## config.mk

```make
export PLATFORM = sky130hd
export DESIGN_NAME = decimal_to_bin_flat
export DESIGN_NICKNAME = d
export VERILOG_FILES = /design/src/rtl/decimal_to_bin_if.sv /design/src/rtl/decimal_to_bin.sv /design/src/flat_wrapper.sv
export SDC_FILE = /design/constraint.sdc
export NUM_CORES = 1
export LEC_CHECK = 0
export BUFFER_PORTS_ARGS = -buffer_cell sky130_fd_sc_hd__buf_2
export CAP_MARGIN = 15
export CORE_MARGIN = 10
export CORE_UTILIZATION = 49
export CTS_CLUSTER_DIAMETER = 40
export DETAILED_ROUTE_END_ITERATION = 8
export GPL_ROUTABILITY_DRIVEN = 0
export PLACE_DENSITY = 0.81
export SLEW_MARGIN = 20
export SYNTH_ARGS = -nofsm -noshare
export SYNTH_HDL_FRONTEND = slang
export SYNTH_SLANG_ARGS = --single-unit
```

## constraint.sdc

```tcl
create_clock -name clk_i -period 2 [get_ports clk_i]
set_input_delay 0.1 -clock clk_i [delete_from_list [all_inputs] [get_ports clk_i]]
set_output_delay 0.1 -clock clk_i [all_outputs]
set_load 0.01 [all_outputs]
```

## src/rtl/decimal_to_bin_if.sv

```systemverilog
// Valid/ready handshake bundle for the BCD-to-binary converter.
// Slave is the converter; master is whoever supplies digits and consumes results.
interface decimal_to_bin_if #(
    parameter int unsigned BW = 8
);
    logic [3:0]    tens_i;
    logic [3:0]    ones_i;
    logic          valid_i;
    logic          ready_o;
    logic [BW-1:0] bin_o;
    logic          err_o;
    logic          valid_o;
    logic          ready_i;

    modport slave (
        input  tens_i,
        input  ones_i,
        input  valid_i,
        input  ready_i,
        output ready_o,
        output bin_o,
        output err_o,
        output valid_o
    );

    modport master (
        output tens_i,
        output ones_i,
        output valid_i,
        output ready_i,
        input  ready_o,
        input  bin_o,
        input  err_o,
        input  valid_o
    );
endinterface

```

## src/rtl/decimal_to_bin.sv

```systemverilog
// Two-digit BCD to binary converter using iterative reverse double-dabble,
// one shift/correct step per clock, with valid/ready on both sides.
module decimal_to_bin #(
    parameter int unsigned BW = 8
) (
    input  logic            clk_i,
    input  logic            rst_i,
    decimal_to_bin_if.slave bus
);
    localparam int unsigned DW = 8;
    localparam int unsigned WW = DW + BW;
    localparam int unsigned CW = $clog2(BW);

    typedef enum logic [1:0] {
        IDLE = 2'd0,
        CONV = 2'd1,
        DONE = 2'd2
    } state_t;

    state_t        state_q, state_n;
    logic [WW-1:0] work_q,  work_n;
    logic [CW-1:0] cnt_q,   cnt_n;
    logic [BW-1:0] bin_q,   bin_n;
    logic          err_q,   err_n;
    logic          ready_q, ready_n;
    logic          valid_q, valid_n;

    logic          digits_ok_c;
    logic [WW-1:0] shift_c;
    logic [WW-1:0] step_c;

    assign digits_ok_c = (bus.tens_i <= 4'd9) && (bus.ones_i <= 4'd9);

    // One reverse double-dabble step: halve, then undo the 8-vs-5 weight of any borrowed bit.
    always_comb begin
        shift_c = work_q >> 1;
        step_c  = shift_c;
        for (int i = 0; i < 2; i++) begin
            if (shift_c[BW + 4*i + 3 -: 4] >= 4'd8) begin
                step_c[BW + 4*i + 3 -: 4] = shift_c[BW + 4*i + 3 -: 4] - 4'd3;
            end
        end
    end

    always_ff @(posedge clk_i or posedge rst_i) begin
        if (rst_i) begin
            state_q <= IDLE;
            work_q  <= '0;
            cnt_q   <= '0;
            bin_q   <= '0;
            err_q   <= 1'b0;
            ready_q <= 1'b1;
            valid_q <= 1'b0;
        end else begin
            state_q <= state_n;
            work_q  <= work_n;
            cnt_q   <= cnt_n;
            bin_q   <= bin_n;
            err_q   <= err_n;
            ready_q <= ready_n;
            valid_q <= valid_n;
        end
    end

    always_comb begin
        state_n = state_q;
        work_n  = work_q;
        cnt_n   = cnt_q;
        bin_n   = bin_q;
        err_n   = err_q;

        case (state_q)
            IDLE: begin
                if (bus.valid_i) begin
                    if (digits_ok_c) begin
                        work_n  = {bus.tens_i, bus.ones_i, {BW{1'b0}}};
                        cnt_n   = '0;
                        state_n = CONV;
                    end else begin
                        bin_n   = '0;
                        err_n   = 1'b1;
                        state_n = DONE;
                    end
                end
            end
            CONV: begin
                work_n = step_c;
                cnt_n  = cnt_q + CW'(1);
                if (cnt_q == CW'(BW - 1)) begin
                    bin_n   = step_c[BW-1:0];
                    err_n   = 1'b0;
                    state_n = DONE;
                end
            end
            DONE: begin
                if (bus.ready_i) begin
                    state_n = IDLE;
                end
            end
            default: begin
                state_n = IDLE;
            end
        endcase

        // Handshake flags are registered copies of the next-state decode.
        ready_n = (state_n == IDLE);
        valid_n = (state_n == DONE);
    end

    assign bus.ready_o = ready_q;
    assign bus.valid_o = valid_q;
    assign bus.bin_o   = bin_q;
    assign bus.err_o   = err_q;
endmodule

```

## src/flat_wrapper.sv

```systemverilog
// flat-port wrapper written by rule: the top's interface ports become plain ports
module decimal_to_bin_flat 
#(
    parameter int unsigned BW = 8
)
  (clk_i, rst_i, bus_tens_i, bus_ones_i, bus_valid_i, bus_ready_i, bus_ready_o, bus_bin_o, bus_err_o, bus_valid_o);
  decimal_to_bin_if #(.BW(BW)) bus_i ();
  input  logic clk_i;
  input  logic rst_i;
  input wire logic [$bits(bus_i.tens_i)-1:0] bus_tens_i;
  input wire logic [$bits(bus_i.ones_i)-1:0] bus_ones_i;
  input wire logic [$bits(bus_i.valid_i)-1:0] bus_valid_i;
  input wire logic [$bits(bus_i.ready_i)-1:0] bus_ready_i;
  output wire logic [$bits(bus_i.ready_o)-1:0] bus_ready_o;
  output wire logic [$bits(bus_i.bin_o)-1:0] bus_bin_o;
  output wire logic [$bits(bus_i.err_o)-1:0] bus_err_o;
  output wire logic [$bits(bus_i.valid_o)-1:0] bus_valid_o;
  assign bus_i.tens_i = bus_tens_i;
  assign bus_i.ones_i = bus_ones_i;
  assign bus_i.valid_i = bus_valid_i;
  assign bus_i.ready_i = bus_ready_i;
  assign bus_ready_o = bus_i.ready_o;
  assign bus_bin_o = bus_i.bin_o;
  assign bus_err_o = bus_i.err_o;
  assign bus_valid_o = bus_i.valid_o;
  decimal_to_bin #(.BW(BW)) u_core (.clk_i(clk_i), .rst_i(rst_i), .bus(bus_i));
endmodule
```

# Word-level counts from Yosys, hierarchy flattened
# Cells that the tools add are included.
dict set report word_totals {
  ff_bits 32
  elab_cells 49
  inputBits 12
}
dict set report op_classes {
  n_reduce_logical 6
  order_cmp 4
  eq_ne 8
  add_sub_neg 3
  n_mux 21
}
# op n
set ops {}
lappend ops {{$mux 16} 2}
lappend ops {{$pmux 16 s2} 1}
lappend ops {{$mux 8} 3}
lappend ops {{$pmux 8 s2} 1}
lappend ops {{$le 4x4->1 const B} 2}
lappend ops {{$mux 2} 4}
lappend ops {{$mux 4} 2}
lappend ops {{$mux 3} 2}
lappend ops {{$pmux 2 s3} 1}
lappend ops {{$pmux 3 s2} 1}
lappend ops {{$eq 2x2->1 const B} 2}
lappend ops {{$ge 3x4->1 const B} 1}
lappend ops {{$ge 4x4->1 const B} 1}
lappend ops {{$logic_not 2->1} 2}
lappend ops {{$ne 2x1->1 const B} 2}
lappend ops {{$ne 2x2->1 const B} 2}
lappend ops {{$reduce_and 4->1} 1}
lappend ops {{$sub 3x2->4 const B} 1}
lappend ops {{$sub 4x2->4 const B} 1}
lappend ops {{$add 3x1->3 const B} 1}
lappend ops {{$eq 3x3->1 const B} 1}
lappend ops {{$mux 1} 3}
lappend ops {{$reduce_and 3->1} 1}
lappend ops {{$eq 2x1->1 const B} 1}
lappend ops {{3 further kinds} 3}

# Longest topological paths before layout
# Gate-level depths: netlist of run 1.
dict set report logic_depth {
  depth_word 6
  mapped_depth 6
  ltp_nobuf 5
}

# Worst setup path after synthesis of run 1
# OpenSTA, ideal clock, no wires.
dict set report synth_timing {
  path_kind {reg2reg}
  startpoint {register u_core.cnt_q[0]}
  endpoint {register u_core.valid_q (netlist: u_core.bus.valid_o)}
  setup_slack_ns 0.481
  arrival_ns 1.393
  required_ns 1.874
  path_buffers 2
  stages_incl_launch_ff 6
  setup_ns 0.126
  path_cell_list {dfrtp_1 > ha_1 > ha_1 > buf_2 > buf_1 > a221o_1}
}
dict set report synth_between {
  elab_chain_cells 4
}
# element line
set synth_rtl {}
lappend synth_rtl {{from (decl)} decimal_to_bin.sv:22} ;# logic [CW-1:0] cnt_q, cnt_n;
lappend synth_rtl {{from (signal assigned)} decimal_to_bin.sv:57} ;# cnt_q <= cnt_n;
lappend synth_rtl {{$eq 3x3->1} decimal_to_bin.sv:89} ;# if (cnt_q == CW'(BW - 1)) begin
lappend synth_rtl {{$mux 2} decimal_to_bin.sv:89}
lappend synth_rtl {{$pmux 2 s3} decimal_to_bin.sv:72} ;# case (state_q)
lappend synth_rtl {{$eq 2x2->1} decimal_to_bin.sv:107} ;# valid_n = (state_n == DONE);
lappend synth_rtl {{via u_core.valid_n} decimal_to_bin.sv:26} ;# logic valid_q, valid_n;
lappend synth_rtl {{to (signal assigned)} decimal_to_bin.sv:61} ;# valid_q <= valid_n;
lappend synth_rtl {{to (decl)} decimal_to_bin.sv:26}
# The timed path passes the listed nets, and every way through them passes these cells.
# A chain may end at the register's enable or synchronous reset.

# Final worst setup path of run 1
dict set report layout_timing {
  startpoint {register u_core.cnt_q[0]}
  endpoint {register u_core.bin_q[0] (netlist: u_core.bus.bin_o[0])}
}
dict set report layout_between {
  elab_chain_cells 3
}
# element line
set layout_rtl {}
lappend layout_rtl {{$eq 3x3->1} decimal_to_bin.sv:89}
lappend layout_rtl {{$ne 2x1->1 (no line)} n/a}
lappend layout_rtl {{$reduce_and 4->1 (no line)} n/a}
lappend layout_rtl {{to (signal assigned)} decimal_to_bin.sv:58} ;# bin_q <= bin_n;
lappend layout_rtl {{to (decl)} decimal_to_bin.sv:23} ;# logic [BW-1:0] bin_q, bin_n;
# No other way between the ends.

==> results of run 1 <==
==> cells in the mapped netlist (2+ instances only) <==
master,instances
o31ai_1,4
clkinv_1,2
nor3_1,3
ha_1,4
a21oi_1,5
inv_1,4
clkbuf_1,2
a31oi_1,10
nor2b_1,9
xnor2_1,2
nand2b_1,3
mux2i_1,2
nand2_1,18
buf_4,2
nor2_1,5
a22o_1,9
o21ai_4,2
a41oi_1,4
o221ai_1,8
a221o_1,4
dfrtp_1,30
buf_2,5
==> state kept, by name, summed over array words and instances, names as in the netlist <==
name / cells
u_core.work_q: 15
u_core.bus.ready_o: 1
u_core.state_q: 2
u_core.bus.valid_o: 1
u_core.cnt_q: 3
u_core.bus.bin_o: 8
u_core.bus.err_o: 1
==> routing by layer <==
layer | GRT usage | routed length (um) | vias to the layer above | part of all wire
met2 | 0.196 | 1640 | 42 | 0.47
li1 | - | - | 632 | -
met4 | 0.0493 | 40 | 0 | 0.012
met1 | 0.140 | 1520 | 618 | 0.44
met5 | 0 | 0 | - | 0
met3 | 0.0466 | 266 | 4 | 0.077
==> layout make-up <==
| class | count | area (sq um) | share of cell area |
|---|---|---|---|
| clock inverter | 1 | 5.00 | 0.00272 |
| sequential | 31 | 777 | 0.422 |
| clock buffer | 7 | 55.1 | 0.0299 |
| tap | 44 | 55.1 | 0.0299 |
| multi-input combinational | 106 | 759 | 0.413 |
| timing repair buffer | 29 | 165 | 0.0898 |
| inverter | 6 | 22.5 | 0.0122 |
==> where the power goes <==
part	leakage, nW	total (W)	switching [W]	internal, W
clock	0.0353	0.000385	0.000215	0.000170
combinational	0.406	0.00109	0.000573	0.000520
sequential	0.397	0.00114	0.000242	0.000897
total	0.839	0.00262	0.00103	0.00159
==> cell families after synthesis <==
family	after synthesis
flip-flops	31
buffers and inverters	16
XOR/XNOR	2
multiplexers	3
AO/OA/AOI/OAI	54
adder cells (fa/ha/maj)	4
AND/OR/NAND/NOR	43
==> final timing paths <==
check,endpoint,start,depth (start not counted)
worst max-delay path,u_core.bus.bin_o[0]$_DFFE_PP0P_,u_core.cnt_q[0]$_DFFE_PP0P_,5
worst min-delay path,u_core.work_q[15]$_DFFE_PP0P_,bus_tens_i[3],3
worst max register to register,u_core.bus.bin_o[0]$_DFFE_PP0P_,u_core.cnt_q[0]$_DFFE_PP0P_,5
worst min register to register,u_core.cnt_q[2]$_DFFE_PP0P_,u_core.cnt_q[2]$_DFFE_PP0P_,1
max in group asynchronous,u_core.bus.ready_o$_DFF_PP1_,rst_i,4
min in group asynchronous,u_core.work_q[4]$_DFFE_PP0P_,rst_i,4
==> metrics by stage <==
stage          utilization  std cells  total power [W]  cell area, sq um
2_1_floorplan            -        153          0.00193              1610
3_3_place_gp         0.570        215          0.00219              1770
3_5_place_dp         0.570        215          0.00224              1770
4_1_cts              0.593        224          0.00263              1840
5_1_grt              0.593        224          0.00284              1840
6_report             0.593        224          0.00262              1840
==> critical path, delay by kind of cell, from the launching register on <==
family                   cells  cell delay, ps
AND/OR/NAND/NOR              1             130
adder cells (fa/ha/maj)      2             700
AO/OA/AOI/OAI                2             350
flip-flops                   1             360
==> impl_results.md, run 1 <==
- Result of the run: finished, final reports clean
- Worst EP arrival: 1860 ps
- Die H: 77.3 um
- Final Hold Viols: 0
- Sink Count: 31
- Layout cells sized above 1: 0.228
- Post-synthesis xor/xnor area fraction: 0.0109
- CP Max Fanout: 20
- Hold-fix buffers, CTS: 1
- Io pins: 23
- WP data required: 2210 ps
- Initial antenna violation count: 0
- Critical path type: flop to flop
- Total Wirelength: 3470 um
- CP max-delay cell: ha_1
- CP max stage delay: 550 ps
- Slew Limit Fails: 0
- Antenna Cells: 0
- Highest-count cells in the layout ignoring fill and taps: 30 x dfrtp_1, 22 x buf_2, 18 x nand2_1, 10 x a31oi_1
- Cell mode on critical path: ha_1
- Starting DRT DRC Count: 78
- RSZ-0062 raised after global routing: no
- Clk_lat worst skew: 340 ps
- Final period util: 0.828
- Setup TNS: 0 ps
- Setup slack after layout: 344 ps
- Core area: 3100 sq um
- Post-route ant nets: 0
- CP Launch Type: flop
- DRT Pass-1 Iters: 4
- Clock Pin Slew Worst Setup and Hold Paths: 100 ps
- First-pass GRT wire length: 6080 um
- Asr flop ratio synth: 1.00
- DR WL/cell: 15.5 um
- Final Skew: 22.2 ps
- Root Driver: clkbuf_4
- Post-Syn Nets: ~170
- Max Clock Freq: approximately 600 MHz
- Most used flip-flop cell after synthesis: dfrtp_1
- Synth Register Bits: 31
- Post-synth top area share: 0.466
- Synth Area in Simple Gates: 0.132
- Post-synthesis cell type count: 38
- H-tree Lvls: 2
- Via count: 1,296
- Die W: 77.3 um
- Pin slew with the least headroom to its limit: 622 ps
- CTS tree: yes
- Nets@finish: between 150 and 200
- Area share of fa/ha/maj cells after synthesis: 0.0311
- Finish-stage setup viols: 0
- YS warnings: 0
- Worst hold slack: 63.4 ps
- Yosys top cell by area: dfrtp_1
- Vias per cell: about 5.8
- # Post-CTS Setup Buffers: 0
- Residual DRC count: 0
- Average cell area after synthesis: 10.5 sq um
- # resized after CTS: 0
- Clock buffer count from CTS: 5
- Total gr overflow: 0
- Max-slew headroom: 0.585
- Clk buf depth: 2
- Final min period: 1660 ps
- Largest net degree at the start of global routing: 32
- # rows: 20
- Main combinational cell family by area after synthesis: compound AO/OA/AOI/OAI gates
- Max_cap viols: 0
- Post-synth EDFFs: 0
- Post-synthesis mux area share: 0.0194
- Share of the yosys chip area belonging to registers: 0.483
- Leakage: 0.839 nW
- Area contributors post-synth: dfrtp_1 47%, a22o_1 4.9%, o221ai_1 4.4%, nand2_1 4.2%, a31oi_1 3.9%
- Gr usage total: 0.121
- I/O Buffers: 22
- Mapped Cells: 153
- Vias in the first global route: 1,290
- Worst slack, placed: 372 ps
- Filler cells: 287
- Initial Utilization: 0.519
- Die outline area: 5980 sq um
- R2r setup slk: roughly 340 ps
- Critical path capture point type: flop
- Commonest non-fill, non-tap cell in the layout: dfrtp_1
- Post-Syn Area: 1610 sq um
- Area growth syn-to-layout: 14.2%
- VDD IR-drop max: 0.632 mV
- Compound-cell area share of the yosys netlist: 0.278
- Min-delay worst type: input port to flop
- Hpwl dp: 2420 um
- Critical path cell sequence: ha_1, ha_1, nor2b_1, a31oi_1, o221ai_1
- Power density cells: 1420 nW/um^2
Note: power is estimated with default switching activity, not from simulation.
==> inputs of run 2 (changes only) <==
==> constraint.sdc (replaced) <==
create_clock -name clk_i -period 1.57 [get_ports clk_i]
set_input_delay 0.0785 -clock clk_i [delete_from_list [all_inputs] [get_ports clk_i]]
set_output_delay 0.0785 -clock clk_i [all_outputs]
set_load 0.01 [all_outputs]
==> impl_results.md, run 2 (synthesis gave the netlist of run 1 again) <==
- Result of the run: finished, final reports clean
- Initial antenna violation count: 0
- Met2 Use GR: 0.204
- Max_cap viols: 0
- Biggest register: u_core.work_q
- Die H: just under 80 um
- RSZ-0062 raised after global routing: no
- Max-slew headroom: 0.437
- Final Skew: approximately 17 ps
- Gr usage total: 0.126
- Slew Limit Fails: 0
- Vias in the first global route: 1,321
- Via count: 1,361
- # Post-CTS Setup Buffers: 0
- Nets@finish: 197
- Power density cells: roughly 1800 nW/um^2
- Critical path cell sequence: nand2b_2, o311a_1, a311o_1
- Residual DRC count: 0
- Reg area: 777 sq um
- Setup crit start: u_core.state_q[1]$_DFF_PP0_
- Met1 Use GR: 0.141
- VDD IR-drop max: 0.819 mV
- Clk_lat worst skew: 340 ps
- DR WL/cell: 15.7 um
- Multi-input logic area: 778 sq um
- CP Max Fanout: 7
- Hpwl dp: 2560 um
- Design Area, Final: 1870 sq um
- Number of flip-flops in the largest register: 15
- R2r setup slk: 150 ps
- Worst reg-to-reg path cell count: 3
- Final min period: 1420 ps
- Commonest non-fill, non-tap cell in the layout: dfrtp_1
- CP Buf/Inv Count: 0
- Clock buffer count from CTS: 5
- Starting DRT DRC Count: roughly 120
- Layout cells sized above 1: 0.239
- Vias per cell: 6.08
- Total Wirelength: 3510 um
- Die outline area: around 6000 sq um
- Antenna Cells: 0
- Min-delay worst type: input port to flop
- Non-filler cells, final: 224
- Clk buf depth: 2
- Post-route ant nets: 0
- Leakage: 0.840 nW
- # rows: 20
- Die W: 77.3 um
- CTS tree: yes
- CP max-delay cell: dfrtp_1
- Critical path type: flop to flop
- Capturing point of the worst reg2reg path: u_core.work_q[11]$_DFFE_PP0P_
- Pin slew with the least headroom to its limit: 842 ps
- CP max stage delay: 440 ps
- Levels on crit path: 3
- Max Clock Freq: 702 MHz
- Initial Utilization: 0.519
- M3 GR Usage: 0.0513
- Post-DP Area: 1800 sq um
- Largest net degree at the start of global routing: 32
- Total gr overflow: 0
- Worst setup path endpoint: u_core.work_q[11]$_DFFE_PP0P_
- Critical path capture point type: flop
- R2r startpoint: u_core.state_q[1]$_DFF_PP0_
- Sink Count: 31
- Core area: 3100 sq um
- Finish-stage setup viols: 0
- Root Driver: clkbuf_4
- Filler cells: around 270
- WP data required: 1810 ps
- First-pass GRT wire length: 6230 um
- CP Launch Type: flop
- Final Hold Viols: 0
- Final period util: 0.907
- Crit path max-delay family: compound AO/OA/AOI/OAI gates
- H-tree Lvls: 2
- I/O Buffers: 22
- Io pins: 23
- Clock Pin Slew Worst Setup and Hold Paths: ~100 ps
- DRT Pass-1 Iters: 5
- Placed Cells: 217
- Worst EP arrival: 1660 ps
- Area growth syn-to-layout: 15.9%
- GR peak layer: met2
- Highest-count cells in the layout ignoring fill and taps: 30 x dfrtp_1, 22 x buf_2, 18 x nand2_1
## run 2: changes by cell type in the layout (fill, tap and decap cells not counted), sizes merged
cell	change
clkinv	-1
buf	+2
clkbuf	-1
## run 2: stage by stage
step                      power [W]  utilization  hold slack [ps]  TNS [ps]  worst slack (ps)
after global routing        0.00362        0.602             48.7         0              76.3
after global placement      0.00283        0.579              123         0              12.0
after detailed placement    0.00292        0.579              128      -532             -83.3
after CTS                   0.00333        0.596             29.9         0              44.5
final                       0.00334        0.602             36.8         0               146
after floorplan             0.00245            -              181         0              50.6
## run 2: what timing repair did
action                                  CTS  global route
endpoints found under the hold margin    31             0
endpoints found under the setup margin    8             9
pin swaps                                 0             0
resized for setup                         1             2
hold buffers                              1             0
## run 2: worst min-delay path: stages
cell,delay (ps)
buf_2,130
nand2_1,60
mux2i_1,60
## run 2: power by group
group,switching [W],total [W],leakage (nW),internal (W)
combinational,0.000769,0.00149,0.418,0.000721
clock,0.000259,0.000418,0.0242,0.000159
sequential,0.000289,0.00143,0.397,0.00114
total,0.00132,0.00334,0.840,0.00202
## run 2: worst min-delay path by stage
| stage | slack (ps) | startpoint | endpoint | cells after the start |
|---|---|---|---|---|
| after global placement | 120 | rst_i | u_core.work_q[14]$_DFFE_PP0P_ | 3 |
| after CTS | 30 | bus_tens_i[3] | u_core.work_q[15]$_DFFE_PP0P_ | 3 |
| after floorplan | 180 | rst_i | u_core.bus.bin_o[0]$_DFFE_PP0P_ | 1 |
| after global routing | 50 | bus_ones_i[2] | u_core.work_q[10]$_DFFE_PP0P_ | 2 |
| after detailed placement | 130 | rst_i | u_core.cnt_q[1]$_DFFE_PP0P_ | 3 |
| final | 40 | bus_tens_i[3] | u_core.work_q[15]$_DFFE_PP0P_ | 3 |
## run 2: area by class of cell
type,instances,area share
multi-input combinational,106,0.417
timing repair buffer,31,0.103
clock buffer,6,0.0221
sequential,31,0.416
inverter,6,0.0121
tap,44,0.0295
## run 2: routing by layer
metal  up-vias  routed length, um
met5         -                  0
met4         0                 66
met3         7                265
met2        43               1740
met1       676               1440
li1        635                  -
==> inputs of run 3 (changes only) <==
--- a/config.mk
+++ b/config.mk
@@ -5,14 +5,15 @@
 export SDC_FILE = /design/constraint.sdc
 export NUM_CORES = 1
 export LEC_CHECK = 0
+export ABC_AREA = 1
 export BUFFER_PORTS_ARGS = -buffer_cell sky130_fd_sc_hd__buf_2
 export CAP_MARGIN = 15
 export CORE_MARGIN = 10
-export CORE_UTILIZATION = 49
+export CORE_UTILIZATION = 55
 export CTS_CLUSTER_DIAMETER = 40
 export DETAILED_ROUTE_END_ITERATION = 8
 export GPL_ROUTABILITY_DRIVEN = 0
-export PLACE_DENSITY = 0.81
+export PLACE_DENSITY = 0.88
 export SLEW_MARGIN = 20
 export SYNTH_ARGS = -nofsm -noshare
 export SYNTH_HDL_FRONTEND = slang
==> impl_results.md, run 3 <==
- Nets@finish: 240
- Pin slew with the least headroom to its limit: 375 ps
- Via count: 1,257
- Synth Register Bits: 31
- Power density cells: 1740 nW/um^2
- Critical path capture point type: flop
- Result of the run: finished, final reports clean
- Worst EP arrival: 1650 ps
- Die W: roughly 74 um
- Finish-stage setup viols: 0
- Initial antenna violation count: 0
- Share of the yosys chip area belonging to registers: 0.493
- Vias in the first global route: 1,171
- Hold-fix buffers, CTS: 1
- Area growth syn-to-layout: 15.0%
- Final Skew: 12.5 ps
- Filler cells: ~240
- YS warnings: 0
- Die H: 73.5 um
- Total Wirelength: a little over 3000 um
- RSZ-0062 raised after global routing: no
- Slew Limit Fails: 0
- Switching power: 0.00123 W
- CP Max Fanout: 9
- Biggest register: u_core.work_q
- Root Driver: clkbuf_4
- I/O Buffers: 22
- Clock power frac: 0.189
- Commonest non-fill, non-tap cell in the layout: nand2_1
- Gr usage total: 0.121
- Mapped Cells: 195
- Cell mode on critical path: nand2_1
- Max_cap viols: 0
- Sink Count: 31
- Starting DRT DRC Count: 85
- Most frequent cell after synthesis: nand2_1
- Placed Cells: 247
- Post-route ant nets: 0
- Most used flip-flop cell after synthesis: dfrtp_1
- Post-synthesis cell type count: 24
- Post-synth top area share: 0.477
- CP Launch Type: flop
- Antenna Cells: 0
- Synth cell count leaders: 74 x nand2_1, 30 x dfrtp_1, 28 x nand3_1
- Critical path type: flop to flop
- Initial Utilization: 0.571
- Leakage: roughly 1.0 nW
- DR WL/cell: 11.9 um
- Total gr overflow: 0
- Yosys top cell by area: dfrtp_1
- Io pins: 23
- Reg power frac: 0.416
- WP data required: 1850 ps
- Non-filler cells, final: ~260
- Clock Pin Slew Worst Setup and Hold Paths: 90 ps
- Critical path cell sequence: ha_1, ha_1, nand2_1, o21ai_4, nand2_4, nand2_1, nand2_1
- # resized after CTS: 0
- Vias per cell: 4.91
- Largest net degree at the start of global routing: 32
- H-tree Lvls: 2
- Sw Ratio: 0.391
- # rows: 19
- Combinational Power Share: 0.395
- Post-Syn Nets: 211
- CP max-delay cell: dfrtp_1
- Clk buf depth: 2
- Setup TNS: 0 ps
- Int Pwr: 0.00192 W
- CP max stage delay: approximately 410 ps
- Clock buffer count from CTS: 5
- Max-slew headroom: 0.750
- DRT Pass-1 Iters: 4
- Layout cells sized above 1: 0.204
- Post-Syn Area: 1580 sq um
- Clk_lat worst skew: 330 ps
- Final Hold Viols: 0
- Residual DRC count: 0
- Final min period: about 1400 ps
- Final period util: 0.876
- Average cell area after synthesis: ~8.1 sq um
- Hpwl dp: 2330 um
- Asr flop ratio synth: 1.00
- # Post-CTS Setup Buffers: 0
- Area contributors post-synth: dfrtp_1 48%, nand2_1 18%, nand3_1 8.9%, inv_1 5.2%, ha_1 3.2%
- Number of flip-flops in the largest register: 15
- Die outline area: approximately 5400 sq um
- Core area: between 2000 and 3000 sq um
- CTS tree: yes
- Max Clock Freq: 727 MHz
- Highest-count cells in the layout ignoring fill and taps: 74 x nand2_1, 30 x dfrtp_1, 28 x nand3_1, 22 x inv_1, 22 x buf_2
- VDD IR-drop max: 1.12 mV
- Min-delay worst type: input port to flop
- Post-synth EDFFs: 0
- First-pass GRT wire length: 5150 um
==> run 3: cell count changes in the layout (fill, tap and decap cells not counted), moves of 7 or more <==
cell / delta
nand2_1: +56
nand3_1: +28
inv_1: +18
a22o_1: -9
a31oi_1: -9
nor2b_1: -9
o221ai_1: -8
nor2_1: +7
==> run 3: worst max-delay path: cells and delay by family (launching register included) <==
kind / cells / cell delay [ps]
compound gates: 1 / 110
fa+ha+maj: 2 / 420
flops: 1 / 410
simple gates: 4 / 380
==> run 3: worst paths after layout <==
check,cells after the start,slack (ps),from,to
worst max-delay path,7,190,u_core.cnt_q[0]$_DFFE_PP0P_,u_core.bus.bin_o[5]$_DFFE_PP0P_
worst min-delay path,5,40,bus_tens_i[0],u_core.work_q[12]$_DFFE_PP0P_
worst max register to register,7,190,u_core.cnt_q[0]$_DFFE_PP0P_,u_core.bus.bin_o[5]$_DFFE_PP0P_
worst min register to register,2,470,u_core.bus.bin_o[3]$_DFFE_PP0P_,u_core.bus.bin_o[3]$_DFFE_PP0P_
max in group asynchronous,4,920,rst_i,u_core.bus.ready_o$_DFF_PP1_
min in group asynchronous,4,340,rst_i,u_core.bus.valid_o$_DFF_PP0_
==> run 3: logic make-up (layout without fill, tap and decap cells) <==
logic type	Yosys count	after routing	share of synthesized area
compound gates	7	7	0.0469
buf+inv	29	59	0.0826
flops	31	31	0.493
simple gates	124	124	0.346
fa+ha+maj	4	4	0.0318
==> run 3: stage by stage <==
step | setup slack (ps) | utilization | hold slack, ps | instance area [sq um] | total power, W
CTS | 193 | 0.657 | 33.5 | 1810 | 0.00318
global route | 75.8 | 0.657 | 41.7 | 1810 | 0.00343
detailed placement | 212 | 0.626 | 170 | 1730 | 0.00258
global placement | 269 | 0.626 | 169 | 1730 | 0.00252
finish | 195 | 0.657 | 38.2 | 1810 | 0.00315
floorplan | 336 | - | 181 | 1580 | 0.00223
==> run 3: layout make-up <==
class                           count  area (sq um)  area share
Inverter                           24          90.1      0.0497
Tap cell                           31          38.8      0.0214
Clock inverter                      1          30.0      0.0166
Clock buffer                        7          45.0      0.0249
Sequential cell                    31           777       0.429
Timing Repair Buffer               27           163      0.0898
Multi-Input combinational cell    135           668       0.369
==> run 3: power groups by stage <==
stage               clock network [W]  logic (W)  registers (W)
floorplan                           0   0.000911        0.00132
global placement                    0    0.00121        0.00131
finish                       0.000596    0.00124        0.00131
detailed placement                  0    0.00126        0.00132
CTS                          0.000611    0.00126        0.00131
global route                 0.000648    0.00143        0.00136
==> run 3: layer usage <==
layer	track usage	part of all wire	vias to the layer above
met1	0.154	0.47	555
met5	0	0	-
met2	0.173	0.44	31
li1	-	-	663
met4	0.0683	0.019	0
met3	0.0417	0.067	8
